## src/rtl/max5216_writer.sv

```systemverilog
// max5216_writer: SPI write engine for the MAX5216 16-bit DAC.
// One-word holding buffer feeding 24-bit write-through frames.
module max5216_writer #(
  parameter int SCLK_DIV   = 4,
  parameter int CSS_CYCLES = 2,
  parameter int CSH_CYCLES = 1,
  parameter int CSW_CYCLES = 2
) (
  input  logic        clk,
  input  logic        resetn,
  input  logic [15:0] s_data,
  input  logic        s_valid,
  output logic        s_ready,
  output logic        busy,
  output logic        done,
  output logic        spi_sclk,
  output logic        spi_mosi,
  output logic        spi_cs_n
);

  if (SCLK_DIV < 2 || (SCLK_DIV % 2) != 0) begin : g_bad_div
    $error("SCLK_DIV must be even and >= 2");
  end
  if (CSS_CYCLES < 1 || CSH_CYCLES < 1 || CSW_CYCLES < 1) begin : g_bad_cs
    $error("CS timing parameters must be >= 1");
  end

  localparam int CW = 16;
  localparam logic [CW-1:0] DIV_LAST = CW'(SCLK_DIV - 1);
  localparam logic [CW-1:0] HALF     = CW'(SCLK_DIV / 2);
  localparam logic [CW-1:0] CSS_LAST = CW'(CSS_CYCLES - 1);
  localparam logic [CW-1:0] CSH_LAST = CW'(CSH_CYCLES - 1);
  localparam logic [CW-1:0] CSW_LAST = CW'(CSW_CYCLES - 1);

  typedef enum logic [2:0] {
    IDLE, SETUP, SHIFT, HOLD, GAP
  } state_t;

  state_t        state, state_n;
  logic [CW-1:0] cnt, cnt_n;
  logic [4:0]    bitn, bitn_n;
  logic [23:0]   sr, sr_n;
  logic [15:0]   pend_data;
  logic          pend_valid;
  logic          load, drain;
  logic          sclk_n, cs_n_n, busy_n, done_n;

  assign s_ready  = !pend_valid;
  assign load     = s_valid && !pend_valid;
  assign spi_mosi = sr[23];

  always_ff @(posedge clk) begin
    if (!resetn) begin
      pend_valid <= 1'b0;
      pend_data  <= '0;
    end else if (load) begin
      pend_valid <= 1'b1;
      pend_data  <= s_data;
    end else if (drain) begin
      pend_valid <= 1'b0;
    end
  end

  always_ff @(posedge clk) begin
    if (!resetn) begin
      state    <= IDLE;
      cnt      <= '0;
      bitn     <= '0;
      sr       <= '0;
      spi_sclk <= 1'b0;
      spi_cs_n <= 1'b1;
      busy     <= 1'b0;
      done     <= 1'b0;
    end else begin
      state    <= state_n;
      cnt      <= cnt_n;
      bitn     <= bitn_n;
      sr       <= sr_n;
      spi_sclk <= sclk_n;
      spi_cs_n <= cs_n_n;
      busy     <= busy_n;
      done     <= done_n;
    end
  end

  always_comb begin
    state_n = state;
    cnt_n   = cnt + 16'd1;
    bitn_n  = bitn;
    sr_n    = sr;
    drain   = 1'b0;
    unique case (state)
      IDLE: begin
        cnt_n = '0;
        if (pend_valid) state_n = SETUP;
      end
      SETUP: begin
        if (cnt == CSS_LAST) begin
          state_n = SHIFT;
          cnt_n   = '0;
          bitn_n  = '0;
        end
      end
      SHIFT: begin
        if (cnt == DIV_LAST) begin
          cnt_n  = '0;
          sr_n   = {sr[22:0], 1'b0};
          bitn_n = bitn + 5'd1;
          if (bitn == 5'd23) begin
            state_n = HOLD;
            bitn_n  = '0;
          end
        end
      end
      HOLD: begin
        if (cnt == CSH_LAST) begin
          state_n = GAP;
          cnt_n   = '0;
        end
      end
      GAP: begin
        if (cnt == CSW_LAST) begin
          cnt_n   = '0;
          state_n = pend_valid ? SETUP : IDLE;
        end
      end
      default: state_n = IDLE;
    endcase
    // Frame load happens on the edge that enters SETUP.
    if (state_n == SETUP && state != SETUP) begin
      drain = 1'b1;
      sr_n  = {2'b01, pend_data, 6'b000000};
      cnt_n = '0;
    end
  end

  always_comb begin
    cs_n_n = !(state_n inside {SETUP, SHIFT, HOLD});
    sclk_n = (state_n == SHIFT) && (cnt_n >= HALF);
    busy_n = (state_n != IDLE);
    done_n = (state == HOLD) && (state_n == GAP);
  end

endmodule

```

## config.mk

```make
export PLATFORM = sky130hd
export DESIGN_NAME = max5216_writer
export DESIGN_NICKNAME = d
export VERILOG_FILES = /design/src/rtl/max5216_writer.sv
export SDC_FILE = /design/constraint.sdc
export NUM_CORES = 1
export LEC_CHECK = 0
export CAP_MARGIN = 10
export CORE_MARGIN = 2
export CORE_UTILIZATION = 25
export CTS_BUF_LIST = sky130_fd_sc_hd__clkbuf_4
export DETAILED_ROUTE_END_ITERATION = 12
export GPL_TIMING_DRIVEN = 0
export HOLD_SLACK_MARGIN = 0.02
export SETUP_SLACK_MARGIN = 0.5
export SLEW_MARGIN = 20
export SYNTH_ARGS = -nofsm -noshare
export SYNTH_HDL_FRONTEND = slang
export SYNTH_SLANG_ARGS = --single-unit
export TNS_END_PERCENT = 50
```

## constraint.sdc

```tcl
create_clock -name clk -period 6.2 [get_ports clk]
set_input_delay 0.93 -clock clk [delete_from_list [all_inputs] [get_ports clk]]
set_output_delay 0.93 -clock clk [all_outputs]
set_load 0.02 [all_outputs]
```

==> reports/results.ini, run 1 <==
[critical_path]
cp-startpoint = cnt[14]
path_max_fanout = 10
reg2reg_depth = 8
r2r-start = cnt[14]
crit_path_end_kind = flop
crit_chain = buf_6 > or3_4 > nor4_2 > a31oi_1 > clkbuf_1 > o21ai_2 > buf_2 > nor3_1
crit_type = reg -> reg
timing.rr.end = cnt[15]
crit_arrival_ns = 2.84
crit_required_ns = 6.50
path_buf_inv = 3
crit_slowest_cell = o21ai_2
max_stage_delay_ns = 0.43
r2r_slack_ns = 3.66
critPathLaunchType = flop
crit_family = simple AND/OR/NAND/NOR gates

[layout]
utilization = 0.300
fin_nets = 414
final_layout_size_suffix_gt1_frac = 0.0758
area_growth_pct = 18.6
final_area_mm2 = 0.00357
diodes = 0
fin_cells = 543

[global_route]
grt.overflow.total = 0
grt.total_usage = 0.115
grt_pass1_vias = 2510
grt_max_degree = 12
grt_pass1_wl_um = 12100
grt_antenna_before_repair = 0

[place]
placed_area_mm2 = 0.00344
portBuffers = 24
gp_congestion = 0.859
place_inst = 527
dp_hpwl_um = 4950

[routing]
drt_iter0_markers = 112
drc = 0
wire_per_inst_um = 12.8
first_pass_iters = 4
final_antenna_net_count = 0
via_count = 2593
vias_per_cell = 4.78
finalWirelength_um = 6950

[timing]
fin_crit_sh = 0.409
drv_slew = 0
fin_skew_ns = 0.0191
setup_tns_ns = 0
worst-slew-pin-transition_ns = 0.619
clock.fmax_mhz = 394
rsz0062_at_grt = no
finalCriticalPeriod_ns = 2.54
hold_violations = 0
setup_viol = 0
max_slew_margin = 0.587

[clock_tree]
cts.path.max_buffers = 2
postCtsSetupRepairBufs = 0
numCtsBuffers = 9
numClockSinks = 63
cts_resized = 0
clock_latency_ns = 0.42
cts_root_buffer = clkbuf_4
cts-htree-levels = 3
clkTransAtPathRegs_ns = 0.11
cts_tree = yes
holdBufCountCts = 0

[logic_synthesis]
synth_nets = 379
ys_ff_latch = 63
synth_area_leaders = dfxtp_1, mux2i_1, nor3_1
postSynthAreaPerCell_um2 = 8.47
syn-cell-area_mm2 = 0.00301
yosysTopAreaCell = dfxtp_1
synth_cell_types = 54
synth_common_cells = dfxtp_1, nand2_1, nor3_1, a21oi_1, clkbuf_1
synth.most_common_cell = dfxtp_1
synthCells = 356
synth_ff_type = dfxtp_1
async_flop_share = 0
synth_edf_count = 0
yosysTopAreaCellShare = 0.418
yosysWarnings = 0
seq_area_frac_synth = 0.418

[floorplanning]
dieArea_mm2 = 0.0130
die_h_um = 114
ioPinCount = 25
core-area_mm2 = 0.0119
initial_core_util = 0.253
dieWidth_um = 114
row_count = 40

[pwr]
powerDensity_mw_per_mm2 = 228
power.leakage_uw = 0.00129
switching_share = 0.273
pwr-share-seq = 0.535
power.internal_uw = 593
p_total_uw = 816
irDropWorstVdd_v = 0.0000861
combPwrFrac = 0.122
p_clk_frac = 0.343
p_sw_uw = 223

[worst_hold_path]
holdPathStages = 2
min_to = pend_data[13]
hp-class = reg -> reg
worstHoldStart = pend_data[13]

[flow_run]
maxCapViolations = 0

[status]
status = finished clean

## registers in the layout (all words and copies together), names as in the netlist
register    count
bitn            5
busy            1
cnt            16
done            1
pend_data      16
pend_valid      1
spi_cs_n        1
spi_sclk        1
sr             18
state           3
## stage by stage
stage          setup slack [ns]  hold WS, ns
5_1_grt                    3.41        0.484
2_1_floorplan              4.03        0.432
6_report                   3.66        0.461
4_1_cts                    3.63        0.464
3_3_place_gp               3.52        0.444
3_5_place_dp               3.55        0.449
## power by group through the flow
stage	logic [uW]	clock network [uW]	registers, uW
after floorplan	63.7	0	445
after global placement	98.3	0	446
after detailed placement	99.6	0	446
after CTS	100	291	437
after global routing	112	311	439
final	99.8	280	437
## worst reg2reg max path, stage by stage, from the launching register on
cell,delay [ns]
dfxtp_1,0.32
buf_6,0.12
or3_4,0.35
nor4_2,0.34
a31oi_1,0.18
clkbuf_1,0.26
o21ai_2,0.44
buf_2,0.31
nor3_1,0.08
## worst max path at each step
| stage | endpoint | slack [ns] | cells past startpoint |
|---|---|---|---|
| after floorplan | cnt[6] | 4.03 | 7 |
| after global routing | cnt[15] | 3.41 | 8 |
| after detailed placement | pend_data[4] | 3.55 | 6 |
| after global placement | pend_data[4] | 3.52 | 6 |
| final | cnt[15] | 3.66 | 8 |
| after CTS | cnt[15] | 3.63 | 8 |
## cell usage in the layout (no fill, tap or decap), types with 3 or more instances in the layout
| master | synthesis | final |
|---|---|---|
| or3_1 | 3 | 3 |
| nor3_1 | 38 | 38 |
| nand3_1 | 13 | 13 |
| nor3b_1 | 3 | 3 |
| buf_2 | 3 | 3 |
| nand4_1 | 8 | 8 |
| inv_1 | 6 | 6 |
| clkinvlp_4 | 0 | 3 |
| clkdlybuf4s50_1 | 0 | 24 |
| clkbuf_4 | 0 | 10 |
| xnor2_1 | 7 | 7 |
| nor2_1 | 16 | 16 |
| a211oi_1 | 16 | 16 |
| nand2_1 | 48 | 48 |
| xor2_1 | 10 | 10 |
| a21oi_1 | 27 | 27 |
| clkbuf_1 | 22 | 22 |
| dfxtp_1 | 63 | 63 |
| mux2i_1 | 19 | 19 |
| ha_1 | 4 | 4 |
| o21ai_0 | 6 | 6 |
## layout make-up
type	instances	area (um^2)
Fill cell	1275	8340
Tap cell	147	184
Multi-Input combinational cell	259	1610
Clock buffer	10	75.1
Buffer	27	116
Clock inverter	6	61.3
Timing Repair Buffer	24	240
Sequential cell	63	1260
Inverter	7	26.3
## per-layer routing
metal / global-route usage / wire length (um) / up-vias
met5: 0 / 0 / -
met4: 0.0415 / 119 / 0
met3: 0.0340 / 301 / 13
met2: 0.173 / 3050 / 35
met1: 0.158 / 3480 / 1196
li1: - / - / 1349
## kinds of logic after synthesis
logic type / synth area share
AO/OA/AOI/OAI: 0.158
flip-flops: 0.418
buffers and inverters: 0.0473
XOR/XNOR: 0.0494
adder cells (fa/ha/maj): 0.0166
AND/OR/NAND/NOR: 0.247
multiplexers: 0.0631
Note: power is estimated with default switching activity, not from simulation.
==> run 2, diff against run 1 <==
==> constraint.sdc (replaced) <==
create_clock -name clk -period 2.25 [get_ports clk]
set_input_delay 0.3375 -clock clk [delete_from_list [all_inputs] [get_ports clk]]
set_output_delay 0.3375 -clock clk [all_outputs]
set_load 0.02 [all_outputs]
==> run 2 against run 1 <==
  * Hold slack got worse by 0.015 ns
  * Global-route usage is 1.3 points higher
  * Flip-flop and latch count is the same
  * Final cell count increased by 3.9%
  * Fmax rose by 15%
  * Utilization grew 4.8 points
  * Combinational power rose to 3.8 times the previous value
  * Register-to-register slack worse by 3.6 ns
  * Clock skew is 0.0051 ns higher
==> reports/results.ini, run 2 (synthesis results as in run 1) <==
[global_route]
grt.total_usage = 0.128
met2_usage = 0.201
use_met1 = 0.173
grt.overflow.total = 0
grt_max_degree = 13
grt_antenna_before_repair = 0
grt_pass1_vias = 2726
grt_pass1_wl_um = 13400
grt_use_met3 = 0.0388
top_usage_layer = met2

[layout]
largest_register = sr
final_layout_size_suffix_gt1_frac = 0.269
area_growth_pct = 37.7
diodes = 0
top_regs = sr x18, cnt x16, pend_data x16
fin_nets = 435
largest_reg_flops = 18
utilization = 0.348
mostFrequentLayoutCells = dfxtp_1, nand2_1, a21oi_1
final_area_mm2 = 0.00415
layout_commonest_cell = dfxtp_1

[timing]
clock.fmax_mhz = 454
setup_viol = 0
rsz0062_at_grt = yes
max_slew_margin = 0.612
fin_skew_ns = 0.0241
hold_violations = 0
hold_slack_ns = 0.446
fin_crit_sh = 0.979
drv_slew = 0
worst-slew-pin-transition_ns = 0.582
finalCriticalPeriod_ns = 2.20

[pwr]
power.leakage_uw = 0.00154
powerDensity_mw_per_mm2 = 601
power.internal_uw = 1800
p_sw_uw = 695
p_clk_frac = 0.362
switching_share = 0.278
irDropWorstVdd_v = 0.000249
combPwrFrac = 0.153
p_total_uw = 2500
pwr-share-seq = 0.484

[flow_run]
maxCapViolations = 0

[status]
status = finished clean

[clock_tree]
numClockSinks = 63
numCtsBuffers = 9
cts-htree-levels = 3
clock_latency_ns = 0.42
cts_tree = yes
holdBufCountCts = 0
cts.path.max_buffers = 2
clkTransAtPathRegs_ns = 0.13
cts_root_buffer = clkbuf_4

[floorplanning]
die_h_um = 114
dieArea_mm2 = 0.0130
dieWidth_um = 114
ioPinCount = 25
initial_core_util = 0.253
row_count = 40
core-area_mm2 = 0.0119

[routing]
drt_iter0_markers = 155
drc = 0
via_count = 2816
final_antenna_net_count = 0
vias_per_cell = 4.99
wire_per_inst_um = 14.2
first_pass_iters = 4
finalWirelength_um = 8000

[critical_path]
crit_path_end_kind = flop
path_max_fanout = 5
crit_required_ns = 2.55
crit_arrival_ns = 2.50
critPathLaunchType = flop
crit_type = reg -> reg

[worst_hold_path]
hp-class = in -> reg

[place]
dp_hpwl_um = 5040
portBuffers = 24
gp_congestion = 0.857
placed_area_mm2 = 0.00345

[run 2: what timing repair did]
item / CTS / global route
gates cloned: 3 / 1
pin swaps: 17 / 13
gates resized for setup: 67 / 29
hold endpoints to repair: 0 / 0
buffers inserted: 15 / 2
setup endpoints to repair: 49 / 50
[run 2: final cells by class]
cell class,instances,area [um^2]
sequential,63,1270
timing repair buffer,45,442
tap,147,184
buffer,27,186
fill,1223,7760
clock buffer,9,67.6
inverter,7,26.3
multi-input combinational,259,1880
clock inverter,7,97.6
[run 2: final timing paths]
check / start / end / slack [ns] / cells after the start
min reg2reg: pend_data[12] / pend_data[12] / 0.47 / 2
max reg2reg: cnt[14] / cnt[15] / 0.05 / 8
max: cnt[14] / cnt[15] / 0.05 / 8
min: s_data[5] / pend_data[5] / 0.45 / 3
[run 2: per-stage QoR]
step	cells	setup TNS, ns	setup WS [ns]
floorplan	356	0	0.110
global placement	527	-4.10	-0.204
detailed placement	527	-5.31	-0.267
CTS	561	0	0.0695
global route	564	0	0.00940
finish	564	0	0.0467
[run 2: power groups by stage]
stage / combinational (uW) / sequential [uW] / clock [uW]
2_1_floorplan: 180 / 1230 / 0
6_report: 383 / 1210 / 904
4_1_cts: 346 / 1210 / 919
5_1_grt: 416 / 1220 / 980
3_3_place_gp: 275 / 1230 / 0
3_5_place_dp: 280 / 1230 / 0
[run 2: metal layers]
layer  wire, um  vias up
li1           -     1392
met1       3920     1368
met2       3750       49
met3        245        7
met4         85        0
met5          0        -
[run 2: worst max-delay path, cell delays in order (launching register included)]
cell      delay, ns
dfxtp_2        0.33
buf_6          0.11
or3_4          0.36
or4_4          0.47
o31a_1         0.32
a211oi_4       0.17
buf_6          0.16
buf_8          0.13
nor3_1         0.05
==> run 3, diff against run 2 <==
--- a/config.mk
+++ b/config.mk
@@ -9,9 +9,11 @@
 export CORE_MARGIN = 2
 export CORE_UTILIZATION = 25
 export CTS_BUF_LIST = sky130_fd_sc_hd__clkbuf_4
+export CTS_CLUSTER_SIZE = 30
 export DETAILED_ROUTE_END_ITERATION = 12
 export GPL_TIMING_DRIVEN = 0
 export HOLD_SLACK_MARGIN = 0.02
+export PLACE_DENSITY = 0.41
 export SETUP_SLACK_MARGIN = 0.5
 export SLEW_MARGIN = 20
 export SYNTH_ARGS = -nofsm -noshare
==> run 3 against run 2 <==
  * Flip-flop and latch count stayed put
  * Count of clock-buffer cells in the layout is 1 higher
  * Final cell count is 0.89% lower
  * Utilization is 0.86 points lower
  * Hold slack better by 0.0065 ns
  * Critical path type unchanged
  * Non-clock buffer count is 5 lower
  * Routed wire length is 2.8% higher
  * Global-route usage is 0.40 points higher
  * Largest cell class unchanged
  * Clock power is 11% lower
  * Worst setup slack better by 0.042 ns
  * Sequential share of layout area is 0.65 points higher
==> reports/results.ini, run 3 (synthesis results as in run 1) <==
[status]
status = finished clean

[place]
gp_congestion = 0.747
place_inst = 527
dp_hpwl_um = 5540
portBuffers = 24

[floorplanning]
die_h_um = 114
core-area_mm2 = 0.0119
row_count = 40
dieWidth_um = 114
dieArea_mm2 = 0.0130
ioPinCount = 25
initial_core_util = 0.253

[timing]
fin_crit_sh = 0.961
hold_violations = 0
setup_viol = 0
rsz0062_at_grt = yes
max_slew_margin = 0.565
worst-slew-pin-transition_ns = 0.653
clock.fmax_mhz = 463
fin_skew_ns = 0.0140
finalCriticalPeriod_ns = 2.16
drv_slew = 0

[global_route]
grt_antenna_before_repair = 0
grt_max_degree = 12
grt_pass1_vias = 2656
grt.overflow.total = 0
grt_pass1_wl_um = 13500
grt.total_usage = 0.132

[clock_tree]
clkTransAtPathRegs_ns = 0.12
cts-htree-levels = 3
cts_tree = yes
cts_root_buffer = clkbuf_4
holdBufCountCts = 0
numClockSinks = 63
clock_latency_ns = 0.41
numCtsBuffers = 9
cts.path.max_buffers = 2

[pwr]
power.leakage_uw = 0.00149
irDropWorstVdd_v = 0.000283
powerDensity_mw_per_mm2 = 588

[layout]
fin_nets = 430
utilization = 0.340
mostFrequentLayoutCells = dfxtp_1, nand2_1, nor3_1, a21oi_1, clkdlybuf4s50_1
largest_reg_flops = 18
num-fill-cells = 1262
final_layout_size_suffix_gt1_frac = 0.243
largest_register = sr
layout_commonest_cell = dfxtp_1
area_growth_pct = 34.3
top_regs = sr x18, cnt x16, pend_data x16
diodes = 0
fin_cells = 559

[routing]
drc = 0
vias_per_cell = 4.88
final_antenna_net_count = 0
first_pass_iters = 4
drt_iter0_markers = 115
wire_per_inst_um = 14.7
via_count = 2729
finalWirelength_um = 8220

[critical_path]
max_stage_delay_ns = 0.45
crit_type = reg -> reg
crit_arrival_ns = 2.47
path_buf_inv = 3
crit_chain = buf_6 > or3_4 > or4_4 > o31a_1 > a211oi_4 > buf_6 > buf_4 > nor3_1
cpMostUsedCell = buf_6
crit_family = simple AND/OR/NAND/NOR gates
critPathLaunchType = flop
crit_slowest_cell = or4_4
path_max_fanout = 5
crit_required_ns = 2.56
crit_path_end_kind = flop

[flow_run]
maxCapViolations = 0

[worst_hold_path]
hp-class = in -> reg

[run 3: worst min-delay path, stage by stage]
cell and delay [ns]:
clkdlybuf4s50_1 0.39, nand2_1 0.05, a21oi_1 0.05
[run 3: power breakdown]
group          total [uW]  switching [uW]  internal (uW)
Clock                 801             453            348
Combinational         370             195            175
Sequential           1210            34.7           1170
[run 3: per-layer routing]
metal  vias up  track usage  share of wire
li1       1379            -              -
met1      1314        0.199           0.53
met2        26        0.184           0.43
met3        10       0.0287          0.024
met4         0       0.0480          0.016
met5         -            0              0
[run 3: stage by stage]
| step | hold WS, ns | TNS, ns | setup slack, ns | power [uW] | area [um^2] |
|---|---|---|---|---|---|
| 3_5_place_dp | 0.447 | -7.15 | -0.318 | 1520 | 3450 |
| 4_1_cts | 0.446 | 0 | 0.0430 | 2360 | 3800 |
| 3_3_place_gp | 0.446 | -6.10 | -0.282 | 1520 | 3450 |
| 5_1_grt | 0.452 | 0 | 0.0222 | 2510 | 4050 |
| 6_report | 0.452 | 0 | 0.0886 | 2380 | 4050 |
| 2_1_floorplan | 0.429 | 0 | 0.110 | 1400 | 3030 |
[run 3: worst paths after layout]
kind	startpoint	cells past startpoint	endpoint	slack (ns)
hold reg to reg	pend_data[0]	2	pend_data[0]	0.46
setup / recovery	cnt[14]	8	cnt[3]	0.09
hold / removal	s_data[1]	3	pend_data[1]	0.45
setup reg to reg	cnt[14]	8	cnt[3]	0.09
[run 3: final cells by class]
class	count	area, um^2	area share
buffer	27	188	0.0464
clock buffer	10	75.1	0.0185
clock inverter	6	61.3	0.0151
inverter	7	26.3	0.00649
multi-input combinational	259	1850	0.457
sequential	63	1260	0.313
tap	147	184	0.0454
timing repair buffer	40	397	0.0980
[run 3: what timing repair did]
action | CTS | global route
gates cloned | 1 | 2
gates resized for setup | 43 | 49
setup endpoints to repair | 48 | 56
setup buffers | 9 | 4
pin swaps | 7 | 22
